$ cat config.mk
export PLATFORM = sky130hd
export DESIGN_NAME = rr_mux_arbiter_4x1_flat
export DESIGN_NICKNAME = d
export VERILOG_FILES = /design/src/rtl/rr_mux_arbiter_4x1_if.sv /design/src/rtl/rr_mux_arbiter_4x1.sv /design/src/flat_wrapper.sv
export SDC_FILE = /design/constraint.sdc
export NUM_CORES = 1
export LEC_CHECK = 0
export BUFFER_PORTS_ARGS = -buffer_cell sky130_fd_sc_hd__buf_2
export CORE_UTILIZATION = 40
export DETAILED_ROUTE_END_ITERATION = 6
export PLACE_DENSITY = 0.71
export RECOVER_POWER = 100
export SLEW_MARGIN = 20
export SYNTH_ARGS = -nofsm -noshare
export SYNTH_HDL_FRONTEND = slang
export SYNTH_SLANG_ARGS = --single-unit
$ cat constraint.sdc
create_clock -name clk -period 7.99 [get_ports clk]
set_clock_uncertainty 0.15 [all_clocks]
set_input_delay 0.799 -clock clk [delete_from_list [all_inputs] [get_ports clk]]
set_output_delay 0.799 -clock clk [all_outputs]
set_load 0.01 [all_outputs]
$ cat src/rtl/rr_mux_arbiter_4x1_if.sv
// rr_mux_arbiter_4x1_if: requester-side and output-side valid/ready bundle for the 4:1 arbiter
interface rr_mux_arbiter_4x1_if #(
  parameter int WIDTH = 8
);
  logic [3:0]       in_valid, in_last, in_ready;
  logic [WIDTH-1:0] in0, in1, in2, in3, out_data;
  logic             out_valid, out_ready, out_last;
  logic [1:0]       out_id;
  modport master (
    output in_valid, in_last, in0, in1, in2, in3, out_ready,
    input  in_ready, out_valid, out_data, out_last, out_id
  );
  modport slave (
    input  in_valid, in_last, in0, in1, in2, in3, out_ready,
    output in_ready, out_valid, out_data, out_last, out_id
  );
endinterface

$ cat src/rtl/rr_mux_arbiter_4x1.sv
// rr_mux_arbiter_4x1: packet-aware round-robin 4:1 arbiter with a one-entry registered output stage
module rr_mux_arbiter_4x1 #(
  parameter int WIDTH = 8
) (
  input  logic                clk,
  input  logic                rst_n,
  rr_mux_arbiter_4x1_if.slave bus
);
  typedef enum logic {ARB, LOCK} state_t;
  state_t           state_q, state_d;
  logic [1:0]       ptr_q, ptr_d, owner_q, owner_d, id_q, id_d, cand, idx, sel;
  logic [WIDTH-1:0] data_q, data_d, mux;
  logic             valid_q, valid_d, last_q, last_d, found, load_en, grant, acc;
  // descending scan so the requester closest to ptr wins
  always_comb begin
    cand = ptr_q;
    found = 1'b0;
    idx = ptr_q;
    for (int k = 3; k >= 0; k--) begin
      idx = ptr_q + 2'(k);
      if (bus.in_valid[idx]) begin
        cand = idx;
        found = 1'b1;
      end
    end
  end
  always_comb begin
    load_en = !valid_q || bus.out_ready;
    sel = (state_q == LOCK) ? owner_q : cand;
    grant = rst_n && load_en && (state_q == LOCK || found);
    acc = grant && bus.in_valid[sel];
    mux = sel == 2'd0 ? bus.in0 : sel == 2'd1 ? bus.in1 : sel == 2'd2 ? bus.in2 : bus.in3;
    valid_d = load_en ? acc : valid_q;
    data_d = acc ? mux : data_q;
    last_d = acc ? bus.in_last[sel] : last_q;
    id_d = acc ? sel : id_q;
    owner_d = acc ? sel : owner_q;
    state_d = acc ? (bus.in_last[sel] ? ARB : LOCK) : state_q;
    ptr_d = (acc && bus.in_last[sel]) ? sel + 2'd1 : ptr_q;
  end
  always_ff @(posedge clk or negedge rst_n) begin
    if (!rst_n) begin
      state_q <= ARB;
      ptr_q <= '0;
      owner_q <= '0;
      valid_q <= 1'b0;
      data_q <= '0;
      last_q <= 1'b0;
      id_q <= '0;
    end else begin
      state_q <= state_d;
      ptr_q <= ptr_d;
      owner_q <= owner_d;
      valid_q <= valid_d;
      data_q <= data_d;
      last_q <= last_d;
      id_q <= id_d;
    end
  end
  assign bus.in_ready = grant ? (4'b0001 << sel) : 4'b0000;
  assign bus.out_valid = valid_q;
  assign bus.out_data = data_q;
  assign bus.out_last = last_q;
  assign bus.out_id = id_q;
endmodule

$ cat src/flat_wrapper.sv
// flat-port wrapper written by rule: the top's interface ports become plain ports
module rr_mux_arbiter_4x1_flat 
#(
  parameter int WIDTH = 8
)
  (clk, rst_n, bus_in_valid, bus_in_last, bus_in0, bus_in1, bus_in2, bus_in3, bus_out_ready, bus_in_ready, bus_out_valid, bus_out_data, bus_out_last, bus_out_id);
  rr_mux_arbiter_4x1_if #(.WIDTH(WIDTH)) bus_i ();
  input  logic clk;
  input  logic rst_n;
  input wire logic [$bits(bus_i.in_valid)-1:0] bus_in_valid;
  input wire logic [$bits(bus_i.in_last)-1:0] bus_in_last;
  input wire logic [$bits(bus_i.in0)-1:0] bus_in0;
  input wire logic [$bits(bus_i.in1)-1:0] bus_in1;
  input wire logic [$bits(bus_i.in2)-1:0] bus_in2;
  input wire logic [$bits(bus_i.in3)-1:0] bus_in3;
  input wire logic [$bits(bus_i.out_ready)-1:0] bus_out_ready;
  output wire logic [$bits(bus_i.in_ready)-1:0] bus_in_ready;
  output wire logic [$bits(bus_i.out_valid)-1:0] bus_out_valid;
  output wire logic [$bits(bus_i.out_data)-1:0] bus_out_data;
  output wire logic [$bits(bus_i.out_last)-1:0] bus_out_last;
  output wire logic [$bits(bus_i.out_id)-1:0] bus_out_id;
  assign bus_i.in_valid = bus_in_valid;
  assign bus_i.in_last = bus_in_last;
  assign bus_i.in0 = bus_in0;
  assign bus_i.in1 = bus_in1;
  assign bus_i.in2 = bus_in2;
  assign bus_i.in3 = bus_in3;
  assign bus_i.out_ready = bus_out_ready;
  assign bus_in_ready = bus_i.in_ready;
  assign bus_out_valid = bus_i.out_valid;
  assign bus_out_data = bus_i.out_data;
  assign bus_out_last = bus_i.out_last;
  assign bus_out_id = bus_i.out_id;
  rr_mux_arbiter_4x1 #(.WIDTH(WIDTH)) u_core (.clk(clk), .rst_n(rst_n), .bus(bus_i));
endmodule
==> flow_summary.yaml, run 1 <==
outcome:
  status: "complete, but fails checks"
  violations: "capacitance limit, slew limit"
routing:
  viasPerCell: 4.92
  wl_met1_microns: 1300
  highest_layer: "met4"
  dr.pass1.iters: 4
  wire_per_inst_microns: 13.4
  detail-route-antenna-nets: 0
  drt-total-wl_microns: 2710
  drc: 0
  wl_met3_microns: 79
  num_vias: 994
  met2_length_microns: 1320
  first_iter_violations: 28
yosys:
  avgSynthCellArea_sq_um: 10.1
  synth_warnings: 0
  synthTopCellsByArea: "dfrtp_1 32%, mux2_2 11%, mux2i_1 11%"
  syn_nets: 163
  synthCells: 117
  ys_seq_area_frac: 0.318
  synth-seq-cells: 15
  yosys.area.top_type: "dfrtp_1"
  synth.top_cell.area_share: 0.318
  syn_area_sq_um: 1180
  yosysUniqueCellTypes: 30
critical_path:
  max_stage_delay_ps: 1420
  crit_type: "in2reg"
  cp.required_ps: 8000
  rrSetupSlack_ps: 4260
  worst_path_dominant_cell_family: "compound AO/OA/AOI/OAI gates"
  startpoint: "rst_n"
  r2r_start: "u_core.ptr_q[1]$_DFFE_PN0P_"
  crit_path_start_kind: "primary input"
  worstPathCellList: "clkbuf_1, o211ai_1, or2_2, o21ai_0, mux2_2"
  worst_path_max_delay_cell: "o21ai_0"
  crit_path_end_kind: "flip-flop"
  worstPathMaxFanout: 16
  arrival_ps: 4090
  crit_buf_inv: 1
clocking:
  cts_setup_buffers: 0
  cts.sinks: 15
  clk_pin_slew_ps: 80
  root_buffer: "clkbuf_4"
  cts_buffers: 3
  holdBufCountCts: 0
  htree_num_levels: 1
  post_cts_resized: 0
  insertion_delay_ps: 270
  cts_tree: "done"
  cts_max_path_buffers: 2
floorplanning:
  fp.dieW_microns: 56.3
  fp.dieArea_sq_um: 3170
  ioPinCount: 59
  rows: 19
  core_sq_um: 2780
  initial_core_util: 0.424
  die_h_microns: 56.3
layout:
  stdcell_count: 202
  num_antenna_cells: 0
  final_cell_mix: "41 x buf_2, 18 x clkbuf_1, 15 x dfrtp_1"
  fin_nets: 218
  syn_to_final_growth_pct: 23.8
  final_common_cell: "buf_2"
  drive_gt1_frac: 0.392
  nFillCells: 263
  finish.instance_area_sq_um: 1460
place:
  gp_congestion: 0.854
  dp.cells: 198
  post-place-ws_ps: 4300
  hpwl_microns: 2170
  io_buffers: 58
  post_dp_cell_area_sq_um: 1460
sta:
  hold_viol: 0
  relSlewSlack: -0.252
  max_freq_mhz: 245
  tightest_slew_ps: 1860
  setup_viol: 0
  setup_tns_ps: 0
  layout_min_cycle_time_ps: 4090
  setup_slack_ps: 3900
  grt_setup_unrepaired: "false"
  whs_ps: 369
  maxSlewViolCount: 13
  post-route-period-util: 0.511
grt:
  gr-total-overflow: 0
  grt_pass1_vias: 951
  grt_max_degree: 18
  antenna_found_initial: 0
  grt_pass1_wl_microns: 4390
  grt_usage: 0.176
power:
  ir_drop_mv: 0.207
  p_per_area_nw_per_um2: 396
  power_leakage_nw: 0.688
min_path:
  holdCritStartpoint: "u_core.bus.out_data[5]$_DFFE_PN0P_"
  hold_class: "reg2reg"
flow_run:
  max_cap_violations: 1
flip-flops by register name, summed over array words and instances (netlist names):
name                  cells
u_core.bus.out_last       1
u_core.ptr_q              2
u_core.bus.out_data       8
u_core.owner_q            2
u_core.bus.out_valid      1
u_core.state_q            1
synth_stat cells:
cell and count:
buf_2 2, or4_1 1, nand2_1 13, nand2b_1 4, mux2i_1 13, nor2_1 8, or2_2 1, mux2_4 7
o21ai_0 9, inv_1 7, a211oi_1 1, o21a_1 2, o41ai_4 1, a2111oi_2 1, buf_6 2, a2111o_1 1
a21boi_0 1, nor3b_2 1, o311ai_0 1, o21ai_2 1, clkbuf_2 1, mux2_2 12, dfrtp_1 15, nor2b_1 1
o22a_2 1, clkbuf_1 3, a21oi_1 2, or4bb_1 1, ha_1 3, o211ai_1 1
worst paths after layout:
| check | cells past startpoint | endpoint |
|---|---|---|
| worst max-delay path | 5 | u_core.bus.out_data[4]$_DFFE_PN0P_ |
| worst min-delay path | 1 | u_core.bus.out_data[5]$_DFFE_PN0P_ |
| worst max register to register | 6 | u_core.bus.out_data[4]$_DFFE_PN0P_ |
| worst min register to register | 1 | u_core.bus.out_data[5]$_DFFE_PN0P_ |
| max in group asynchronous | 1 | u_core.bus.out_data[6]$_DFFE_PN0P_ |
| min in group asynchronous | 1 | u_core.bus.out_valid$_DFFE_PN0N_ |
metrics by stage:
step	power, W	util
2_1_floorplan	0.000457	-
3_3_place_gp	0.000537	0.525
3_5_place_dp	0.000547	0.525
4_1_cts	0.000591	0.534
5_1_grt	0.000627	0.525
6_report	0.000578	0.525
cell families (layout without fill, tap and decap cells):
| kind of cell | after synthesis | count (layout) | share of synthesized area |
|---|---|---|---|
| AND/OR/NAND/NOR | 30 | 30 | 0.125 |
| AO/OA/AOI/OAI | 22 | 22 | 0.147 |
| buffers and inverters | 15 | 69 | 0.0636 |
| flip-flops | 15 | 15 | 0.318 |
| multiplexers | 32 | 32 | 0.314 |
| adder cells (fa/ha/maj) | 3 | 3 | 0.0318 |
power breakdown:
group,switching (W),internal [W],leakage [nW]
clock network,0.0000215,0.0000193,0.0150
logic,0.000185,0.000200,0.495
registers,0.0000361,0.000116,0.178
total,0.000242,0.000335,0.688
metal layers:
layer  vias to the layer above  global-route usage
met2                        19               0.269
met1                       455               0.258
met3                         2              0.0253
met4                         0              0.0557
met5                         -                   0
li1                        518                   -
area by class of cell:
class | count | area, sq um | share of cell area
clock buffers | 4 | 26.3 | 0.0180
multi-input cells | 87 | 724 | 0.496
inverters | 7 | 26.3 | 0.0180
well taps | 31 | 38.8 | 0.0266
repair buffers | 58 | 269 | 0.184
flip-flops and latches | 15 | 375 | 0.257
Note: power is estimated with default switching activity, not from simulation.
==> inputs of run 2 (changes only) <==
--- a/config.mk
+++ b/config.mk
@@ -8,7 +8,7 @@
 export BUFFER_PORTS_ARGS = -buffer_cell sky130_fd_sc_hd__buf_2
 export CORE_UTILIZATION = 40
 export DETAILED_ROUTE_END_ITERATION = 6
-export PLACE_DENSITY = 0.71
+export PLACE_DENSITY = 0.74
 export RECOVER_POWER = 100
 export SLEW_MARGIN = 20
 export SYNTH_ARGS = -nofsm -noshare
==> constraint.sdc (replaced) <==
create_clock -name clk -period 3.4 [get_ports clk]
set_clock_uncertainty 0.15 [all_clocks]
set_input_delay 0.34 -clock clk [delete_from_list [all_inputs] [get_ports clk]]
set_output_delay 0.34 -clock clk [all_outputs]
set_load 0.01 [all_outputs]
==> flow_summary.yaml, run 2 (same netlist as run 1, synthesis figures left out) <==
routing:
  detail-route-antenna-nets: 0
  viasPerCell: 5.15
  drt-total-wl_microns: 2650
  first_iter_violations: 16
  drc: 0
  wire_per_inst_microns: 12.9
  dr.pass1.iters: 5
  num_vias: 1056
critical_path:
  crit_path_end_kind: "output pin"
  crit_type: "reg2out"
  cp.required_ps: 2910
  crit_path_start_kind: "flip-flop"
  worstPathMaxFanout: 17
  arrival_ps: 2530
layout:
  largest_reg_flops: 8
  finish.instance_area_sq_um: 1460
  drive_gt1_frac: 0.351
  fin_nets: 221
  num_antenna_cells: 0
  final_cell_mix: "42 x buf_2, 19 x clkbuf_1, 15 x dfrtp_1"
  stdcell_count: 205
  final_common_cell: "buf_2"
  syn_to_final_growth_pct: 23.8
clocking:
  cts_buffers: 3
  htree_num_levels: 1
  cts.sinks: 15
  insertion_delay_ps: 280
  cts_tree: "done"
  cts_max_path_buffers: 2
  clk_pin_slew_ps: 80
  cts_setup_buffers: 0
  root_buffer: "clkbuf_4"
sta:
  post-route-period-util: 0.889
  setup_viol: 0
  tightest_slew_ps: 840
  layout_min_cycle_time_ps: 3020
  relSlewSlack: 0.433
  grt_setup_unrepaired: "false"
  maxSlewViolCount: 0
  setup_tns_ps: 0
  max_freq_mhz: 331
  hold_viol: 0
floorplanning:
  rows: 19
  initial_core_util: 0.424
  core_sq_um: 2780
  die_h_microns: 56.3
  fp.dieW_microns: 56.3
  fp.dieArea_sq_um: 3170
  ioPinCount: 59
flow_run:
  max_cap_violations: 0
power:
  ir_drop_mv: 0.549
  p_per_area_nw_per_um2: 884
  power_leakage_nw: 0.680
grt:
  grt_pass1_wl_microns: 4550
  grt_max_degree: 18
  antenna_found_initial: 0
  gr-total-overflow: 0
  grt_usage: 0.183
  grt_pass1_vias: 1017
place:
  dp.cells: 200
  hpwl_microns: 2130
  post_dp_cell_area_sq_um: 1480
  io_buffers: 58
  gp_congestion: 0.823
min_path:
  hold_class: "in2reg"
outcome:
  status: "complete, no violations"
## run 2: cell types whose count changed in the layout (fill, tap and decap cells not counted)
| cell | before | now |
|---|---|---|
| buf_2 | 41 | 42 |
| clkbuf_1 | 18 | 19 |
| dlygate4sd3_1 | 0 | 1 |
| mux2_1 | 0 | 7 |
| mux2_2 | 12 | 10 |
| mux2_4 | 7 | 2 |
## run 2: layer usage
metal,track usage,vias up,routed length [microns]
met1,0.222,498,1070
met5,0,-,0
li1,-,529,-
met2,0.328,25,1430
met4,0.0627,0,30
met3,0.0276,4,119
## run 2: area by class of cell
class,count,area (sq um)
multi-input combinational,87,706
tap,31,38.8
fill,274,1320
inverter,7,26.3
clock buffer,4,26.3
timing repair buffer,61,288
sequential,15,375
## run 2: path summary, 6_finish.rpt
check	startpoint	end	slack (ps)	depth (start not counted)
worst max-delay path	u_core.state_q$_DFFE_PN0P_	bus_in_ready[1]	380	5
worst min-delay path	bus_out_ready	u_core.bus.out_valid$_DFFE_PN0N_	230	3
worst max register to register	u_core.ptr_q[0]$_DFFE_PN0P_	u_core.bus.out_data[4]$_DFFE_PN0P_	390	8
worst min register to register	u_core.bus.out_data[6]$_DFFE_PN0P_	u_core.bus.out_data[6]$_DFFE_PN0P_	350	1
max in group asynchronous	rst_n	u_core.owner_q[1]$_DFFE_PN0P_	2510	2
min in group asynchronous	rst_n	u_core.bus.out_data[7]$_DFFE_PN0P_	330	2
## run 2: where the power goes
group | switching, W | internal, W | total, W
Sequential | 0.0000790 | 0.000272 | 0.000351
Combinational | 0.000424 | 0.000418 | 0.000842
Clock | 0.0000528 | 0.0000455 | 0.0000983
## run 2: stage by stage
stage	utilization	total power (W)	setup slack (ps)	hold WS, ps
final	0.525	0.00129	379	229
after global routing	0.525	0.00141	156	221
after CTS	0.543	0.00141	412	222
after detailed placement	0.530	0.00130	417	116
after global placement	0.530	0.00128	508	115
after floorplan	-	0.00107	596	-106
## run 2: worst max-delay path: stages (launching register included)
cell	delay (ps)
dfrtp_1	500
o311ai_0	790
ha_1	590
inv_1	90
nor2_1	130
clkbuf_1	170
## run 2: repair_timing
item | CTS | global route
hold buffers | 1 | 0
gates resized for setup | 0 | 0
endpoints found under the hold margin | 15 | 0
